--- config.mk ---
export PLATFORM = sky130hd
export DESIGN_NAME = counter_scheduler
export DESIGN_NICKNAME = d
export VERILOG_FILES = /design/src/rtl/lab1_pkg.sv /design/src/rtl/counter_sel_mux.sv /design/src/rtl/counter_scheduler.sv
export SDC_FILE = /design/constraint.sdc
export NUM_CORES = 1
export LEC_CHECK = 0
export CORE_UTILIZATION = 55
export DETAILED_ROUTE_END_ITERATION = 12
export DONT_BUFFER_PORTS = 1
export HOLD_SLACK_MARGIN = 0.15
export PLACE_DENSITY = 0.7
export SYNTH_ARGS = -nofsm -noshare
export SYNTH_HDL_FRONTEND = slang
export SYNTH_SLANG_ARGS = --single-unit
--- constraint.sdc ---
create_clock -name clk -period 2.1 [get_ports clk]
set_clock_uncertainty 0.15 [all_clocks]
set_input_delay 0.21 -clock clk [delete_from_list [all_inputs] [get_ports clk]]
set_output_delay 0.21 -clock clk [all_outputs]
set_load 0.005 [all_outputs]
--- src/rtl/lab1_pkg.sv ---
// rtl/lab1_pkg.sv - shared types and constants for the Lab 1 counter scheduler
package lab1_pkg;

    typedef enum logic [1:0] {
        IDLE   = 2'd0,
        CLEAR  = 2'd1,
        RUN    = 2'd2,
        SWITCH = 2'd3
    } sched_state_t;

    localparam int NUM_CNT   = 4;
    localparam int DEF_VAL_W = 4;

endpackage

--- src/rtl/counter_sel_mux.sv ---
// rtl/counter_sel_mux.sv - 4:1 value mux plus 2-to-4 one-hot decoder of the selected counter
module counter_sel_mux
    import lab1_pkg::*;
#(
    parameter int VAL_W = DEF_VAL_W
) (
    input  logic [1:0]               sel,
    input  logic [NUM_CNT*VAL_W-1:0] vals,
    output logic [VAL_W-1:0]         val,
    output logic [NUM_CNT-1:0]       onehot
);

    // Pick the selected counter's value and its one-hot position
    always_comb begin
        val    = vals[sel*VAL_W +: VAL_W];
        onehot = 4'b0001 << sel;
    end

endmodule

--- src/rtl/counter_scheduler.sv ---
// rtl/counter_scheduler.sv - time-shares four down counters onto one display with clear and rotation
module counter_scheduler
    import lab1_pkg::*;
#(
    parameter int DWELL = 2,
    parameter int VAL_W = DEF_VAL_W
) (
    input  logic                     clk,
    input  logic                     rst,
    input  logic                     tick,
    input  logic                     start,
    input  logic                     stop,
    input  logic                     auto,
    input  logic                     next_req,
    input  logic [NUM_CNT*VAL_W-1:0] cnt_val,
    input  logic [NUM_CNT-1:0]       cnt_term,
    output logic [NUM_CNT-1:0]       cnt_en,
    output logic [NUM_CNT-1:0]       cnt_clr,
    output logic [1:0]               sel,
    output logic [VAL_W-1:0]         out_val,
    output logic                     wrap,
    output logic                     busy
);

    localparam logic [3:0] DWELL_LAST = 4'(DWELL - 1);

    sched_state_t         state_q, state_d;
    logic [1:0]           sel_q, sel_d;
    logic [3:0]           tally_q, tally_d;
    logic [NUM_CNT-1:0]   cnt_clr_q, cnt_clr_d;
    logic                 wrap_q, wrap_d;
    logic                 busy_q, busy_d;

    logic [NUM_CNT-1:0]   sel_onehot;
    logic                 en_go;
    logic                 wrap_ev;

    counter_sel_mux #(
        .VAL_W (VAL_W)
    ) u_sel_mux (
        .sel    (sel_q),
        .vals   (cnt_val),
        .val    (out_val),
        .onehot (sel_onehot)
    );

    // Advance enable is combinational so a tick reaches the counter in its own cycle;
    // a simultaneous manual request or stop swallows the tick
    always_comb begin
        en_go   = (state_q == RUN) && tick && !stop && !next_req && !rst;
        cnt_en  = en_go ? sel_onehot : '0;
        wrap_ev = en_go && cnt_term[sel_q];
    end

    // Next-state, tally, selection and registered-output computation
    always_comb begin
        state_d   = state_q;
        sel_d     = sel_q;
        tally_d   = tally_q;
        cnt_clr_d = '0;
        wrap_d    = wrap_ev;
        case (state_q)
            IDLE: begin
                if (start && !stop) state_d = CLEAR;
            end
            CLEAR: begin
                tally_d = 4'd0;
                state_d = stop ? IDLE : RUN;
            end
            RUN: begin
                if (wrap_ev && tally_q != 4'hF) tally_d = tally_q + 4'd1;
                if (stop)
                    state_d = IDLE;
                else if (next_req || (auto && wrap_ev && tally_q == DWELL_LAST))
                    state_d = SWITCH;
            end
            SWITCH: begin
                sel_d   = sel_q + 2'd1;
                state_d = stop ? IDLE : CLEAR;
            end
            default: state_d = IDLE;
        endcase
        // Clear targets the counter that will own the display; leaving SWITCH it is the next one
        if (state_d == CLEAR)
            cnt_clr_d = (state_q == SWITCH) ? {sel_onehot[2:0], sel_onehot[3]} : sel_onehot;
        busy_d = (state_d != IDLE);
    end

    // State and output registers with synchronous reset
    always_ff @(posedge clk) begin
        if (rst) begin
            state_q   <= IDLE;
            sel_q     <= 2'd0;
            tally_q   <= 4'd0;
            cnt_clr_q <= '0;
            wrap_q    <= 1'b0;
            busy_q    <= 1'b0;
        end else begin
            state_q   <= state_d;
            sel_q     <= sel_d;
            tally_q   <= tally_d;
            cnt_clr_q <= cnt_clr_d;
            wrap_q    <= wrap_d;
            busy_q    <= busy_d;
        end
    end

    assign cnt_clr = cnt_clr_q;
    assign sel     = sel_q;
    assign wrap    = wrap_q;
    assign busy    = busy_q;

endmodule
Yosys cells after proc, flatten, opt, wreduce, memory -nomap -nowiden
Index checks and enable logic that the tools add are counted. W data, S select, Z words.

Register bits: 14. Input bits: 27. Output and inout bits: 16. Logic and storage cells: 49.

$add $sub $neg: 2. Order comparisons: 1. Equality and inequality tests: 7. Shift-type cells: 2. Muxes and demuxes: 12. Bitwise gates (word level): 1. Reduce and logical (&&, ||, !) cells: 18.

Operator list (count): $shiftx A16 B5 Y4 (1); $mux W4 (3); $logic_and A1 B1 Y1 (9); $mux W2 (4); $pmux W2 S4 (1); $pmux W4 S2 (1); $add A4 B1 Y4 const B (1); $eq A2 B1 Y1 const B (2); $eq A2 B2 Y1 const B (2); $eq A4 B1 Y1 const B (1); $ne A4 B4 Y1 const B (1); $reduce_bool A2 Y1 (2); $shl A1 B2 Y4 const A (1); $logic_not A1 Y1 (3); $lt A2 B3 Y1 const B (1); $add A2 B1 Y2 const B (1); $bmux W1 S2 (1); $logic_not A2 Y1 (1); $mux W1 (2); $ne A2 B1 Y1 const B (1); $reduce_and A2 Y1 (1); $reduce_or A2 Y1 (1); $logic_or A1 B1 Y1 (1); $not A1 Y1 (1).

Longest topological paths before layout
Depth after elaboration: 15. Depth in mapped cells: 5. Mapped depth without buffers: 5.

Cells and area by module
A second synthesis with hierarchy kept.

Cells, all modules: 84. Area, all modules: 812.0 sq um.

Modules (own cells, without submodules): counter_scheduler (instances 1, cells each 75, area each 684.4 sq um, sequential area each 280.3 sq um); counter_sel_mux (instances 1, cells each 9, area each 127.6 sq um, sequential area each 0.0 sq um).

Worst setup path after synthesis
OpenSTA, ideal clock, no wires.

Kind: reg2reg. Start: register sel_q[0] (netlist: sel[0]). End: register cnt_clr_q[0] (netlist: cnt_clr[0]). Setup time: 0.125 ns. Arrival time: 1.558 ns. Required time: 1.825 ns. Slack: 0.267 ns. Cell stages (with the launch flop): 6. Buffers on the path: 1. Period minus slack after synthesis: 1.833 ns. Cell sequence: dfxtp_1 > buf_6 > mux4_2 > and3_4 > a41oi_4 > nor4_1.

Longest elaborated chain between the ends: 12. Elaborated cells on any way between the ends: 14. Classes of those cells: eq/ne: 1; shift: 1; mux: 6; bitwise: 1; reduce/logical: 5.

Ends and longest elaborated chain: from (decl) (line counter_scheduler.sv:28) `logic [1:0] sel_q, sel_d;`; from (signal assigned) (line counter_scheduler.sv:100) `sel_q <= sel_d;`; $bmux W1 S2 (line counter_scheduler.sv:52) `wrap_ev = en_go && cnt_term[sel_q];`; $mux W1 (not written as such) (line counter_scheduler.sv:52); $logic_and A1 B1 Y1 (line counter_scheduler.sv:52); $logic_and A1 B1 Y1 (2 in series) (line counter_scheduler.sv:74) `else if (next_req || (auto && wrap_ev && tally_q == DWELL_LAST))`; $logic_or A1 B1 Y1 (line counter_scheduler.sv:74); $mux W2 (line counter_scheduler.sv:74); $mux W2 (line counter_scheduler.sv:72) `if (stop)`; $pmux W2 S4 (line counter_scheduler.sv:62) `case (state_q)`; $eq A2 B1 Y1 (line counter_scheduler.sv:84) `if (state_d == CLEAR)`; $not A1 Y1 (no line); $reduce_or A2 Y1 (no line); to (signal assigned) (line counter_scheduler.sv:102) `cnt_clr_q <= cnt_clr_d;`; to (decl) (line counter_scheduler.sv:30) `logic [NUM_CNT-1:0] cnt_clr_q, cnt_clr_d;`.

Parallel ways exist; a longest one is shown, timed or not. The select of a mux whose other input is x is not followed. A chain may end at the register's enable or synchronous reset.

Worst setup path in the final report
Start: input stop. End: register cnt_clr_q[1] (netlist: cnt_clr[1]).

Longest elaborated chain between the ends: 14. Elaborated cells on any way between the ends: 18. Classes of those cells: eq/ne: 1; mux: 6; bitwise: 1; reduce/logical: 10.

Ends and longest elaborated chain: from (decl) (line counter_scheduler.sv:12) `input logic stop,`; $logic_not A1 Y1 (line counter_scheduler.sv:50, counter_scheduler.sv:64); $logic_and A1 B1 Y1 (3 in series) (line counter_scheduler.sv:50) `en_go = (state_q == RUN) && tick && !stop && !next_req && !rst;`; $logic_and A1 B1 Y1 (line counter_scheduler.sv:52); $logic_and A1 B1 Y1 (2 in series) (line counter_scheduler.sv:74); $logic_or A1 B1 Y1 (line counter_scheduler.sv:74); $mux W2 (line counter_scheduler.sv:74); $mux W2 (line counter_scheduler.sv:72); $pmux W2 S4 (*) (line counter_scheduler.sv:62); $eq A2 B1 Y1 (*) (line counter_scheduler.sv:84); $not A1 Y1 (no line) (*); $reduce_or A2 Y1 (no line) (*).

Every way passes the cells marked *; elsewhere a longest branch is shown, timed or not.

==> results.json <==
{
  "vdd_drop_max_uv": 368,
  "clkTransAtPathRegs_ns": 0.09,
  "tns_ns": 0,
  "critPathLaunchType": "input port",
  "synth_cell_types": 28,
  "synth_top_area_share_pct": 32.6,
  "num-fill-cells": 102,
  "drv_slew": 0,
  "max_freq_ghz": 0.508,
  "setup-violations-final": 0,
  "status": "complete, no violations",
  "cts_setup_buffers": 0,
  "synth_area_leaders": "dfxtp_1, mux4_2, ha_1",
  "drt_iter0_drc": 14,
  "endpoint_kind": "flip-flop",
  "worstPathArrival_ns": 2.01,
  "critPathTopFamily": "simple AND/OR/NAND/NOR gates",
  "power_leakage_nw": 0.377,
  "cp_slowest_stage_delay_ns": 0.64,
  "cts_made_buffers": 3,
  "dieArea_um2": 1730,
  "postSynthCellCount": 80,
  "groute.usage.overall_pct": 23.5,
  "regArea_um2": 280,
  "final_layout_size_suffix_gt1_share_pct": 23.0,
  "post-route-min-period_ns": 1.97,
  "synth_edf_count": 0,
  "dp_cells": 92,
  "diodes": 0,
  "grt-ovfl-total": 0,
  "hold_viol": 0,
  "antenna_found_initial": 0,
  "crit_type": "in2reg",
  "io_pins": 43,
  "synth_most_common_cell": "dfxtp_1",
  "cp_slowest_cell": "dlygate4sd3_1",
  "wl_mm": 1.72,
  "holdCritStartpoint": "stop",
  "h-tree-depth": 1,
  "synth-main-ff-cell": "dfxtp_1",
  "fin_nets": 121,
  "crit_buf_inv": 1,
  "cts_tree": "done",
  "finalCritPeriodShare_pct": 93.8,
  "ant_nets": 0,
  "multiInputGateArea_um2": 520,
  "final_cells": 102,
  "maxSlewHeadroom_pct": 67.2,
  "syn_area_per_cell_um2": 10.7,
  "dpl_cell_area_um2": 853,
  "rr_worst_depth": 4,
  "ys_warn_count": 0,
  "hpwl_mm": 1.30,
  "vias": 640,
  "wl_per_cell_um": 16.9,
  "whs_endpoint": "state_q[0]",
  "route.detailed.drc": 0,
  "powerDensity_nw_per_um2": 540,
  "grt_pass1_vias": 647,
  "r2r_slack_ns": 0.32,
  "cap_violations": 0,
  "cp_max_fo": 6,
  "netlist_area_um2": 860,
  "clk_latency_ns": 0.28,
  "initial_core_util_pct": 62.2,
  "die_w_um": 41.5,
  "hold_path_depth": 3,
  "io_buffers": 0,
  "synth_seq_cells": 14,
  "ys_async_sr_fraction_pct": 0,
  "cts-root-buf": "clkbuf_4",
  "rsz0062_at_grt": "no",
  "regToRegStartpoint": "state_q[1]",
  "cp_cell_sequence": "dlygate4sd3_1, nor4b_4, and3_4, a41oi_4, nor4_1",
  "place_congestion": 0.787,
  "cts_max_path_buffers": 2,
  "postLayoutCellArea_um2": 952,
  "yosys-top-cells-count": "dfxtp_1, ha_1",
  "min_path_type": "in2reg",
  "die_height_um": 41.5,
  "first_pass_iters": 4,
  "r2r-end": "cnt_clr[1]",
  "synth_top_cell_by_area": "dfxtp_1",
  "grt_pass1_wl_mm": 2.99,
  "area_growth_pct": 10.8,
  "grt_max_degree": 13,
  "cts_sinks": 14,
  "worst_pin_slew_ns": 0.492,
  "required_ns": 2.14,
  "synth_seq_area_share_pct": 32.6,
  "via_per_inst": 6.27,
  "synth_nets": 113,
  "row_count": 13,
  "core_area_um2": 1380
}
==> layer usage <==
metal | up-vias | global-route usage, % | part of all wire, %
met5 | - | 0 | 0
met2 | 31 | 36.6 | 50
met4 | 0 | 9.68 | 0.99
met3 | 2 | 8.26 | 7.3
met1 | 295 | 29.5 | 41
li1 | 312 | - | -
==> state kept, by name, summed over array words and instances, names as in the netlist <==
register / count
busy: 1
state_q: 2
cnt_clr: 4
wrap: 1
sel: 2
tally_q: 4
==> cell usage in the layout (no fill, tap or decap), drive strengths merged, types with 2 or more instances in the layout <==
master,n
a21oi,4
and3,5
buf,2
clkbuf,4
dfxtp,14
dlygate4sd3,5
ha,6
inv,5
mux2i,4
mux4,5
nand2,2
nand3,5
nor2,3
nor2b,2
nor3,3
nor4,5
o21ai,2
o31ai,2
xnor2,2
==> stage by stage <==
| stage | utilization (%) | power [mW] | hold slack, ns | setup slack (ns) |
|---|---|---|---|---|
| after global placement | 61.7 | 0.308 | 0.137 | 0.396 |
| final | 68.9 | 0.514 | 0.179 | 0.130 |
| after detailed placement | 61.7 | 0.309 | 0.136 | 0.328 |
| after CTS | 68.7 | 0.517 | 0.174 | 0.0786 |
| after floorplan | - | 0.310 | 0.139 | 0.267 |
| after global routing | 68.9 | 0.536 | 0.190 | 0.0232 |
==> timing repair <==
item / CTS / global route
hold endpoints to repair: 14 / 0
hold buffers: 6 / 0
setup endpoints to repair: 0 / 4
gates resized for setup: 0 / 1
==> worst min-delay path, cell delays in order <==
cell,delay (ns)
nor4_1,0.04
a41oi_4,0.26
nor2_1,0.05
==> kinds of logic (layout without fill, tap and decap cells) <==
family	after synthesis	in the layout	synth area share (%)
xor gates and xnor gates	2	2	2.04
buffers and inverters	10	17	6.84
adders and majority gates	6	6	8.73
and+or+nand+nor	28	28	21.3
DFF	14	14	32.6
muxes	9	9	17.8
AOI/OAI and AO/OA	11	11	10.8
==> cell type report <==
cell class	instances	area share, %
multi-input combinational	56	54.7
sequential	14	29.4
timing repair buffer	8	8.15
clock buffer	4	3.81
inverter	5	1.97
tap	15	1.97
==> power breakdown <==
group	internal [mW]	switching, mW	total (mW)
clock network	0.106	0.0907	0.196
registers	0.269	0.00348	0.272
logic	0.0245	0.0211	0.0456
total	0.399	0.115	0.514
==> worst max-delay path by stage <==
| stage | startpoint | slack (ns) | endpoint | depth (start not counted) |
|---|---|---|---|---|
| after global placement | sel[0] | 0.40 | cnt_clr[1] | 4 |
| after detailed placement | state_q[1] | 0.33 | cnt_clr[2] | 4 |
| after floorplan | sel[0] | 0.27 | cnt_clr[0] | 5 |
| final | stop | 0.13 | cnt_clr[1] | 5 |
| after global routing | stop | 0.02 | cnt_clr[1] | 5 |
| after CTS | rst | 0.08 | cnt_clr[1] | 5 |
No activity file was read; power rests on OpenSTA's default activity.
